--- src/rtl/rwmem_arbiter.sv ---
// rwmem_arbiter: two-requester arbiter and sequencer for the shared rwmem.
// Requester 0 is fetch/refill and requester 1 is load/store. One transaction
// is carried at a time through IDLE -> ACCESS -> RESP.
// Build option: define RWMEM_ARB_RR_EN for round-robin tie-breaking; without
// it, requester 0 wins every tie.
`timescale 1ns/1ps
module rwmem_arbiter #(
    parameter int ADDR_WIDTH     = 32,
    parameter int DATA_WIDTH     = 64,
    parameter int TIMEOUT_CYCLES = 16
) (
    input  logic                  clk,
    input  logic                  rst,
    input  logic                  req0_valid,
    input  logic                  req0_rnw,
    input  logic [ADDR_WIDTH-1:0] req0_addr,
    input  logic [DATA_WIDTH-1:0] req0_wdata,
    output logic                  req0_accept,
    output logic                  req0_done,
    output logic                  req0_err,
    output logic [DATA_WIDTH-1:0] req0_rdata,
    input  logic                  req1_valid,
    input  logic                  req1_rnw,
    input  logic [ADDR_WIDTH-1:0] req1_addr,
    input  logic [DATA_WIDTH-1:0] req1_wdata,
    output logic                  req1_accept,
    output logic                  req1_done,
    output logic                  req1_err,
    output logic [DATA_WIDTH-1:0] req1_rdata,
    output logic                  mem_enable,
    output logic                  mem_rnw,
    output logic [ADDR_WIDTH-1:0] mem_addr,
    output logic [DATA_WIDTH-1:0] mem_wdata,
    output logic                  mem_drive,
    input  logic [DATA_WIDTH-1:0] mem_rdata,
    input  logic                  mem_data_ready,
    output logic                  busy,
    output logic                  grant_id
);

    localparam logic [1:0] ST_IDLE   = 2'd0;
    localparam logic [1:0] ST_ACCESS = 2'd1;
    localparam logic [1:0] ST_RESP   = 2'd2;

    localparam int CNT_W = (TIMEOUT_CYCLES > 1) ? $clog2(TIMEOUT_CYCLES) : 1;
    localparam logic [CNT_W-1:0] CNT_LAST = CNT_W'(TIMEOUT_CYCLES - 1);

    logic [1:0]            state_reg;
    logic [CNT_W-1:0]      cnt_reg;
    logic                  rnw_reg;
    logic [ADDR_WIDTH-1:0] addr_reg;
    logic [DATA_WIDTH-1:0] wdata_reg;
    logic                  grant_reg;

    // Requester inputs gathered into vectors so the winner can index them.
    logic [1:0]            valid_vec;
    logic [1:0]            rnw_vec;
    logic [ADDR_WIDTH-1:0] addr_vec  [2];
    logic [DATA_WIDTH-1:0] wdata_vec [2];

    logic [1:0]            accept_vec;
    logic [1:0]            done_vec;
    logic [1:0]            err_vec;
    logic [DATA_WIDTH-1:0] rdata_vec [2];

    logic winner;
    logic any_valid;
    logic in_idle;
    logic in_access;
    logic timeout_hit;
    logic finish;

    assign valid_vec    = {req1_valid, req0_valid};
    assign rnw_vec      = {req1_rnw, req0_rnw};
    assign addr_vec[0]  = req0_addr;
    assign addr_vec[1]  = req1_addr;
    assign wdata_vec[0] = req0_wdata;
    assign wdata_vec[1] = req1_wdata;

    assign any_valid   = |valid_vec;
    assign in_idle     = (state_reg == ST_IDLE);
    assign in_access   = (state_reg == ST_ACCESS);
    assign timeout_hit = (cnt_reg == CNT_LAST);
    // A transaction ends on data-ready, or on the last permitted ACCESS cycle.
    assign finish      = in_access & (mem_data_ready | timeout_hit);

`ifdef RWMEM_ARB_RR_EN
    logic rr_last_reg;  // requester granted most recently; reset favours req0

    // Remember who was granted so the other side wins the next tie.
    always_ff @(posedge clk or negedge rst) begin
        if (!rst) begin
            rr_last_reg <= 1'b1;
        end else if (in_idle && any_valid) begin
            rr_last_reg <= winner;
        end
    end
`endif

    // Pick the requester to serve; a lone valid requester always wins.
    always_comb begin
        winner = 1'b0;
        if (valid_vec == 2'b10) begin
            winner = 1'b1;
        end else if (valid_vec == 2'b11) begin
`ifdef RWMEM_ARB_RR_EN
            winner = ~rr_last_reg;
`else
            winner = 1'b0;
`endif
        end
    end

    // Main sequencer: latch the request, run the memory handshake, then one idle RESP cycle.
    always_ff @(posedge clk or negedge rst) begin
        if (!rst) begin
            state_reg <= ST_IDLE;
            cnt_reg   <= '0;
            rnw_reg   <= 1'b0;
            addr_reg  <= '0;
            wdata_reg <= '0;
            grant_reg <= 1'b0;
        end else begin
            case (state_reg)
                ST_IDLE: begin
                    if (any_valid) begin
                        rnw_reg   <= rnw_vec[winner];
                        addr_reg  <= addr_vec[winner];
                        wdata_reg <= wdata_vec[winner];
                        grant_reg <= winner;
                        state_reg <= ST_ACCESS;
                    end
                end
                ST_ACCESS: begin
                    if (finish) begin
                        state_reg <= ST_RESP;
                    end else begin
                        cnt_reg <= cnt_reg + 1'b1;
                    end
                end
                ST_RESP: begin
                    cnt_reg   <= '0;
                    state_reg <= ST_IDLE;
                end
                default: begin
                    state_reg <= ST_IDLE;
                end
            endcase
        end
    end

    genvar gi;
    generate
        for (gi = 0; gi < 2; gi++) begin : g_req
            logic                  mine;
            logic                  done_reg;
            logic                  err_reg;
            logic [DATA_WIDTH-1:0] rdata_reg;

            assign mine = (grant_reg == 1'(gi));

            // Per-requester completion flags and read-data holding register.
            always_ff @(posedge clk or negedge rst) begin
                if (!rst) begin
                    done_reg  <= 1'b0;
                    err_reg   <= 1'b0;
                    rdata_reg <= '0;
                end else begin
                    done_reg <= finish & mine;
                    err_reg  <= finish & mine & ~mem_data_ready;
                    if (finish && mine && mem_data_ready && rnw_reg) begin
                        rdata_reg <= mem_rdata;
                    end
                end
            end

            // Accept is combinational in IDLE so the latch happens on this very edge.
            assign accept_vec[gi] = rst & in_idle & any_valid & (winner == 1'(gi));
            assign done_vec[gi]   = done_reg;
            assign err_vec[gi]    = err_reg;
            assign rdata_vec[gi]  = rdata_reg;
        end
    endgenerate

    assign req0_accept = accept_vec[0];
    assign req1_accept = accept_vec[1];
    assign req0_done   = done_vec[0];
    assign req1_done   = done_vec[1];
    assign req0_err    = err_vec[0];
    assign req1_err    = err_vec[1];
    assign req0_rdata  = rdata_vec[0];
    assign req1_rdata  = rdata_vec[1];

    // Memory side is only driven in ACCESS; RESP gives the mandatory low-enable gap.
    assign mem_enable = in_access;
    assign mem_rnw    = in_access & rnw_reg;
    assign mem_drive  = in_access & ~rnw_reg;
    assign mem_addr   = in_access ? addr_reg : '0;
    assign mem_wdata  = in_access ? wdata_reg : '0;
    assign busy       = ~in_idle;
    assign grant_id   = grant_reg;

endmodule

--- config.mk ---
export PLATFORM = sky130hd
export DESIGN_NAME = rwmem_arbiter
export DESIGN_NICKNAME = d
export VERILOG_FILES = /design/src/rtl/rwmem_arbiter.sv
export SDC_FILE = /design/constraint.sdc
export NUM_CORES = 1
export LEC_CHECK = 0
export BUFFER_PORTS_ARGS = -buffer_cell sky130_fd_sc_hd__buf_4
export CORE_AREA = 2 2 196 198
export DETAILED_ROUTE_END_ITERATION = 8
export DIE_AREA = 0 0 198 200
export PLACE_DENSITY = 0.64
export SETUP_SLACK_MARGIN = 0.1
export SLEW_MARGIN = 20
export SYNTH_ARGS = -nofsm -noshare
export SYNTH_HDL_FRONTEND = slang
export SYNTH_SLANG_ARGS = --single-unit
--- constraint.sdc ---
create_clock -name clk -period 1.7 [get_ports clk]
set_input_delay 0.085 -clock clk [delete_from_list [all_inputs] [get_ports clk]]
set_output_delay 0.085 -clock clk [all_outputs]
set_load 0.005 [all_outputs]
# ---- Word level (Yosys, flattened, before mapping)
# Cells that the tools add are included.
dict set report word_totals {
  ff_bits 236
  in_bits 263
  out_inout_bits 235
  elab_cells 68
}
dict set report op_classes {
  add_sub_neg 1
  n_lt_le_gt_ge 2
  eq_ne 7
  mux 16
  bitwise_logic 18
  reduce_logical 12
}
# operator n
set op_table {}
lappend op_table {{64-bit 2-to-1 mux} 4}
lappend op_table {{32-bit 2-to-1 mux} 4}
lappend op_table {{1-bit bitwise AND} 11}
lappend op_table {{4-bit case mux with 2 select lines} 1}
lappend op_table {{1-bit logical AND} 6}
lappend op_table {{2-bit AND reduction} 3}
lappend op_table {{1-bit NOT} 5}
lappend op_table {{4-bit by 1-bit adder with 4-bit output, second input constant} 1}
lappend op_table {{2-bit == test, second input constant} 2}
lappend op_table {{4-bit == test, second input constant} 1}
lappend op_table {{2-bit 2-to-1 mux} 2}
lappend op_table {{4-bit 2-to-1 mux} 1}
lappend op_table {{2-bit != test, second input constant} 2}
lappend op_table {{2-bit case mux with 2 select lines} 1}
lappend op_table {{1-bit 2-to-1 mux} 3}
lappend op_table {{2-bit by 1-bit == test with 1-bit output, second input constant} 1}
lappend op_table {{2-bit >= comparator, second input constant} 1}
lappend op_table {{2-bit zero test} 1}
lappend op_table {{1-bit by 2-bit < comparator with 1-bit output, second input constant} 1}
lappend op_table {{2-bit by 1-bit != test with 1-bit output, second input constant} 1}
lappend op_table {{1-bit NOT with 2-bit output} 1}
lappend op_table {{2-bit nonzero test} 1}
lappend op_table {{2-bit OR reduction} 1}
lappend op_table {{1-bit bitwise OR} 1}

# ---- Depth between registers and ports, before layout
# Gate-level depths: netlist (run 1).
dict set report logic_depth {
  depth_word 6
  ltp_mapped 6
  depth_no_buf 4
}

# ---- Least setup slack after synthesis (run 1)
# Ideal clock, no wire load.
dict set report synth_timing {
  path_type {reg-to-reg}
  from {register state_reg[0]}
  to {register wdata_reg[29]}
  setup_ns 0.125
  t_arrival_ns 1.489
  t_required_ns 1.575
  setup_slack_ns 0.086
  path_stages_with_launch 7
  path_buffers 3
  synth_period_minus_slack_ns 1.614
  cell_sequence {dfrtp_1 -> nor2_2 -> o21a_1 -> buf_2 -> buf_4 -> buf_4 -> mux2_2}
}
dict set report synth_between {
  elab_chain_cells 2
}
# item line_no
set synth_rtl {}
lappend synth_rtl {{from (decl)} 48} ;# logic [1:0] state_reg;
lappend synth_rtl {{from (signal assigned)} 117} ;# state_reg <= ST_IDLE;
lappend synth_rtl {{from (signal assigned)} 131} ;# state_reg <= ST_ACCESS;
lappend synth_rtl {{from (signal assigned)} 136} ;# state_reg <= ST_RESP;
lappend synth_rtl {{2-bit zero test} 124} ;# case (state_reg)
lappend synth_rtl {{2-bit AND reduction (no line)} -}
lappend synth_rtl {{to (signal assigned)} 129} ;# wdata_reg <= wdata_vec[winner];
lappend synth_rtl {{to (decl)} 52} ;# logic [DATA_WIDTH-1:0] wdata_reg;
# Every way passes these cells.
# A chain may end at the register's enable or synchronous reset.

# ---- Worst setup path in the final report (run 1)
dict set report layout_timing {
  from {register state_reg[1]}
  to {register g_req[0].rdata_reg[12], in the netlist req0_rdata[12]}
}
dict set report layout_between {
  elab_chain_cells 5
}
# item line_no
set layout_rtl {}
lappend layout_rtl {{2-bit by 1-bit == test with 1-bit output} 82} ;# assign in_access = (state_reg == ST_ACCESS);
lappend layout_rtl {{1-bit bitwise AND} 85} ;# assign finish = in_access & (mem_data_ready | timeout_hit);
lappend layout_rtl {{1-bit logical AND (3 in a row)} 171} ;# if (finish && mine && mem_data_ready && rnw_reg) begin
lappend layout_rtl {{to (signal assigned)} 172} ;# rdata_reg <= mem_rdata;
lappend layout_rtl {{to (decl)} 158} ;# logic [DATA_WIDTH-1:0] rdata_reg;
# Every way passes these cells.

==> impl_results.md, run 1 <==
- Vias in the first global route: 10,100
- Actual slew at the worst max-slew pin: 0.475 ns
- Slew HR: 0.683
- Cell variety after synth: 32
- # diodes: 0
- DRC viols: 0
- Area growth, synth to finish: 88.0%
- Die W: 198 um
- Area leader, netlist: dfrtp_1
- WL/cell: 19.1 um
- Unrepaired setup endpoints after global routing: true
- NumNets Final: 1,833
- Status: finished with violations
- CTS max path bufs: 3
- Worst-skew pair later-pin latency: 0.54 ns
- Finished Layout Cells: 2,101
- Placed cell count: 1,738
- Setup tns final: -20.18 ns
- Starting Density: 0.289
- Initial DRC Count: 222
- Worst Setup Start Kind: flip-flop
- DP HPWL: 24.6 mm
- Critical path data required time: 2.12 ns
- Share of the yosys chip area belonging to registers: 0.545
- Cell Area, Placed: 0.0154 mm^2
- Layout cell share with drive strength beyond 1: 0.610
- CTS Root Cell: clkbuf_16
- Core ar.: 0.0374 mm^2
- Tot Pwr: 32.0 mW
- Post-synth EDFFs: 0
- Die H: 200 um
- Max Slew Vio Count: 0
- Critical path endpoint category: flip-flop
- # IOs: 498
- Post-Syn Area: 0.0108 mm^2
- # H-tree levels: 1
- Clock sink count: 236
- Post-route clock period utilization: 1.10
- Leak: 9.67 nW
- Drt total wl: 40.1 mm
- Final core utilization: 0.544
- Footprint of the multi-input gates: 0.00497 mm^2
- Layout fillers: 2,994
- Count of final hold-check violations: 0
- Predominant post-synthesis flop cell: dfrtp_1
- Final WS setup: -0.176 ns
- Finish-stage setup viols: 249
- Pre-antenna DRT Iters: 4
- Cells after Synth: 738
- Worst slack, placed: 0.0164 ns
- Reg clk slew, reported paths: 0.06 ns
- CTS Buf Count: 28
- Worst VDD drop: 0.000928 V
- Worst EP arrival: 2.30 ns
- Initial antenna violation count: 0
- Ranking of synthesized cells by area: dfrtp_1, mux2_2, and2_1, mux2_4, mux2_1
- Fin crit period: 1.88 ns
- Max Clk Rate: 0.533 GHz
- Die ar.: 0.0396 mm^2
- Placer Congestion: 0.787
- Vias/cell: 4.46
- Synth Register Bits: 236
- GRT Util Overall: 0.183
- Worst-path maximum fanout: 8
- Yosys warns: 0
- Worst clock skew: 0.0126 ns
- Floorplan row count: 71
- Number of buffers added on ports: 497
- Max Cap Viol: 0
- Sequential cell area: 0.00591 mm^2
- Global route total overflow: 0
- Via count: 9,365
- WHS: 0.0447 ns
- Hold Path Class: primary input to async pin
- Critical setup path kind: flip-flop to flip-flop
- CTS tree: done
- DRT antenna net count: 0
- Pwr/cell area: 1570 mW/mm^2
- Failing checks: negative setup slack
- Syn Nets: 1,002
- First-pass GRT wire length: 56.6 mm
- Design area: 0.0204 mm^2
- FFs w/ async S/R, synth: 1.00
- Largest net degree at the start of global routing: 83
- Yosys top cell area share: 0.545
- Avg Cell Area, Syn: 14.7 um^2
==> Yosys cell counts (all sizes together), types with 3 or more instances <==
cell type  count
nand2b         3
mux2         322
and3           4
nor2           3
clkbuf        11
dfrtp        236
nand2          3
buf           35
nand3          3
and2          97
inv            3
==> critical path, cell delays in order (launching register included) <==
cell,delay [ns]
dfrtp_1,0.37
nand2b_4,0.15
inv_4,0.06
buf_4,0.13
and4b_4,0.33
buf_12,0.15
buf_12,0.10
buf_16,0.13
mux2_2,0.33
==> cell families after synthesis <==
family / synth area share
adders and majority gates: 0.00116
and+or+nand+nor: 0.0703
buffers and inverters: 0.0281
AOI/OAI and AO/OA: 0.00566
muxes: 0.349
DFF: 0.545
==> layout make-up <==
cell class | count | share of cell area
multi-input combinational | 453 | 0.244
inverter | 3 | 0.000676
tap | 511 | 0.0314
clock inverter | 6 | 0.00314
clock buffer | 45 | 0.0430
timing repair buffer | 847 | 0.387
sequential | 236 | 0.290
==> what timing repair did <==
action,CTS,global route
gates resized for setup,62,106
hold buffers,262,0
setup endpoints to repair,245,321
setup buffers,19,11
gates cloned,11,12
pin swaps,1,16
endpoints found under the hold margin,466,0
==> cells in the final DEF (no fill, tap or decap), types with 2 or more instances in the layout <==
master         count
dfrtp_1          236
and3_1             4
and2_4            19
nand2_1            3
mux2_4           114
buf_12            20
nand3_1            3
clkbuf_16         38
buf_4            500
buf_6             34
clkinv_2           2
a31o_2             2
and2_1            78
a21oi_1            2
nand2b_1           2
clkbuf_8           9
clkbuf_1           7
mux2_1            11
dlygate4sd3_1    262
clkinvlp_4         2
buf_8              9
o211ai_1           2
mux2_2           197
buf_16            12
==> path summary, 6_finish.rpt <==
kind | from | endpoint | slack [ns] | depth (start not counted)
max | state_reg[1] | req0_rdata[12] | -0.18 | 8
min | rst | req0_rdata[25] | 0.04 | 2
max reg2reg | state_reg[1] | req0_rdata[12] | -0.18 | 8
min reg2reg | req0_rdata[22] | req0_rdata[22] | 0.49 | 1
max in group asynchronous | rst | req1_rdata[21] | 0.87 | 3
min in group clk | req1_valid | wdata_reg[48] | 0.23 | 4
==> power by group <==
group          leakage, nW  internal (mW)  total, mW  switching, mW
clock                0.457           3.66       5.99           2.33
combinational         6.39           10.4       15.9           5.52
sequential            2.82           8.45       10.1           1.63
==> layer usage <==
metal / GRT usage / wire [um] / share of wire
met5: 0 / 0 / 0
met4: 0.0615 / 1450 / 0.036
met3: 0.0391 / 2330 / 0.058
met2: 0.329 / 20200 / 0.51
met1: 0.218 / 16000 / 0.40
(Power assumes the default switching activity.)
==> run 2: changes to the inputs <==
--- a/config.mk
+++ b/config.mk
@@ -9,6 +9,7 @@
 export CORE_AREA = 2 2 196 198
 export DETAILED_ROUTE_END_ITERATION = 8
 export DIE_AREA = 0 0 198 200
+export MAX_ROUTING_LAYER = met4
 export PLACE_DENSITY = 0.64
 export SETUP_SLACK_MARGIN = 0.1
 export SLEW_MARGIN = 20
==> constraint.sdc (replaced) <==
create_clock -name clk -period 1.7 [get_ports clk]
set_input_delay 0.085 -clock clk [delete_from_list [all_inputs] [get_ports clk]]
set_output_delay 0.085 -clock clk [all_outputs]
set_load 0.02 [all_outputs]
==> run 2 against run 1 <==
Against the previous run:
- via count grew 1.9%
- highest routed layer unchanged
- combinational power is 28% higher
- the flow still finishes with violations (negative setup slack)
- first-iteration DRC count increased by 9.5%
- critical endpoint is now wdata_reg[1]
- largest cell class unchanged
- clock power fell by 5.5%
- non-clock buffer count increased by 13
==> impl_results.md, run 2 (synthesized netlist as in run 1, its figures left out) <==
- Largest net degree at the start of global routing: 96 (+16%)
- DRT antenna net count: 0 (unchanged)
- Leak: 10.0 nW (+3.4%)
- Leading cell type in the layout, fill and taps excluded: buf_4
- CTS max path bufs: 3 (unchanged)
- Pwr/cell area: 1730 mW/mm^2 (+10%)
- Layout cell share with drive strength beyond 1: 0.627 (+0.0172)
- Fin crit period: 1.84 ns (-0.0398 ns)
- Count of final hold-check violations: 0 (unchanged)
- Unrepaired setup endpoints after global routing: true
- Vias in the first global route: 10,400 (+3.1%)
- Final WS setup: -0.136 ns (+0.0398 ns)
- Max Cap Viol: 0 (unchanged)
- NumNets Final: 1,845 (+0.65%)
- Starting Density: 0.289 (unchanged)
- Post-route clock period utilization: 1.08 (-0.0234)
- Worst-path maximum fanout: 7 (-1)
- DRC viols: 0 (unchanged)
- Failing checks: negative setup slack
- Die H: 200 um (unchanged)
- Drt total wl: 42.4 mm (+5.8%)
- Footprint of the multi-input gates: 0.00511 mm^2 (+2.9%)
- Initial DRC Count: 243 (+9.5%)
- First-pass GRT wire length: 58.9 mm (+4.1%)
- CTS tree: done
- Clock sink count: 236 (unchanged)
- Status: finished with violations
- Floorplan row count: 71 (unchanged)
- CTS Root Cell: clkbuf_16
- Vias/cell: 4.52 (+1.4%)
- Via count: 9,545 (+1.9%)
- Slew HR: 0.356 (-0.327)
- Finish-stage setup viols: 287 (+15%)
- Core ar.: 0.0374 mm^2 (unchanged)
- FF-to-FF setup slack: -0.14 ns (+0.04 ns)
- Critical path data required time: 2.11 ns (about the same)
- CP startpoint: state_reg[0]
- Sequential cell area: 0.00591 mm^2 (unchanged)
- Worst-skew pair later-pin latency: 0.53 ns (about the same)
- Worst VDD drop: 0.000894 V (-3.6%)
- Final core utilization: 0.558 (+0.0137)
- Tot Pwr: 36.1 mW (+13%)
- Hold Path Class: primary input to async pin
- Setup tns final: -17.75 ns (+2.44 ns)
- Initial antenna violation count: 1 (+1)
- Reg clk slew, reported paths: 0.06 ns (about the same)
- Layout fillers: 2,901 (-3.1%)
- # IOs: 498 (unchanged)
- Max Slew Vio Count: 0 (unchanged)
- GRT Util Overall: 0.200 (+0.0167)
- Number of buffers added on ports: 497 (unchanged)
- Die ar.: 0.0396 mm^2 (unchanged)
- Max Clk Rate: 0.545 GHz (+2.2%)
- Critical setup path kind: flip-flop to flip-flop
- RR Startpoint: state_reg[0]
- Critical path endpoint category: flip-flop
- WL/cell: 20.1 um (+5.3%)
- Most frequent cells in the layout: buf_4, dlygate4sd3_1, dfrtp_1, mux2_2, mux2_4
- Worst Setup Start Kind: flip-flop
- # H-tree levels: 1 (unchanged)
- Worst clock skew: 0.00696 ns (-0.00565 ns)
- CTS Buf Count: 27 (-3.6%)
- Placer Congestion: 0.780 (-0.85%)
- Global route total overflow: 0 (unchanged)
- Area growth, synth to finish: 92.7%
- Worst R2R Path Depth: 7 (-1)
- DP HPWL: 24.8 mm (+0.55%)
- Actual slew at the worst max-slew pin: 0.966 ns (+0.490 ns)
- Die W: 198 um (unchanged)
- Pre-antenna DRT Iters: 4 (unchanged)
- R2R Path End: wdata_reg[1]
- Worst EP arrival: 2.25 ns (-0.05 ns)
[run 2: cell count changes in the layout (fill, tap and decap cells not counted), sizes merged]
cell and delta:
clkinvlp -2, dlymetal6s4s +1, clkbuf +2, diode +1, dlygate4sd3 +2, buf +4, bufbuf +2
[run 2: cell type report]
class,count,area share
multi-input cells,453,0.245
repair buffers,860,0.399
flip-flops and latches,236,0.283
inverters,3,0.00114
clock buffers,43,0.0386
diodes,1,0.000120
well taps,511,0.0306
clock inverters,4,0.00234
[run 2: how the worst max path moves through the flow]
stage	depth (start not counted)	endpoint	slack (ns)
floorplan	6	req0_rdata[33]	0.12
global placement	5	addr_reg[7]	0.0004
detailed placement	5	addr_reg[28]	-0.03
CTS	6	mem_addr[4]	-0.18
global route	5	mem_addr[19]	-0.23
finish	7	wdata_reg[1]	-0.14
[run 2: stage by stage]
step	cell area, um^2	std cells	setup slack [ns]	hold slack, ns
finish	20900	2111	-0.136	0.171
global route	20900	2111	-0.226	0.177
CTS	19900	2085	-0.183	0.146
detailed placement	15400	1744	-0.0307	-0.0257
global placement	15400	1744	0.000407	-0.0287
floorplan	10800	738	0.119	-0.211
[run 2: where the power goes]
part / total (mW) / internal [mW] / switching (mW)
clock: 5.66 / 3.37 / 2.29
combinational: 20.3 / 11.4 / 8.85
sequential: 10.2 / 8.45 / 1.70
[run 2: metal layers]
layer	up-vias	GRT usage	wire, um
li1	4286	-	-
met2	369	0.340	20800
met3	127	0.0363	2030
met1	4763	0.230	17400
met5	-	-	0
met4	0	0.0922	2120
[run 2: timing repair]
action,in CTS,in global routing
setup endpoints to repair,259,344
pin swaps,19,1
endpoints found under the hold margin,399,0
resized for setup,127,137
hold buffers,265,0
cloned,14,14
setup buffers,15,13
[run 2: critical path, cell delays in order, from the launching register on]
cell and delay [ns]:
dfrtp_1 0.41, buf_4 0.16, nor2_4 0.13, o21a_4 0.18, buf_12 0.15, buf_12 0.11
bufbuf_16 0.25, mux2_2 0.32
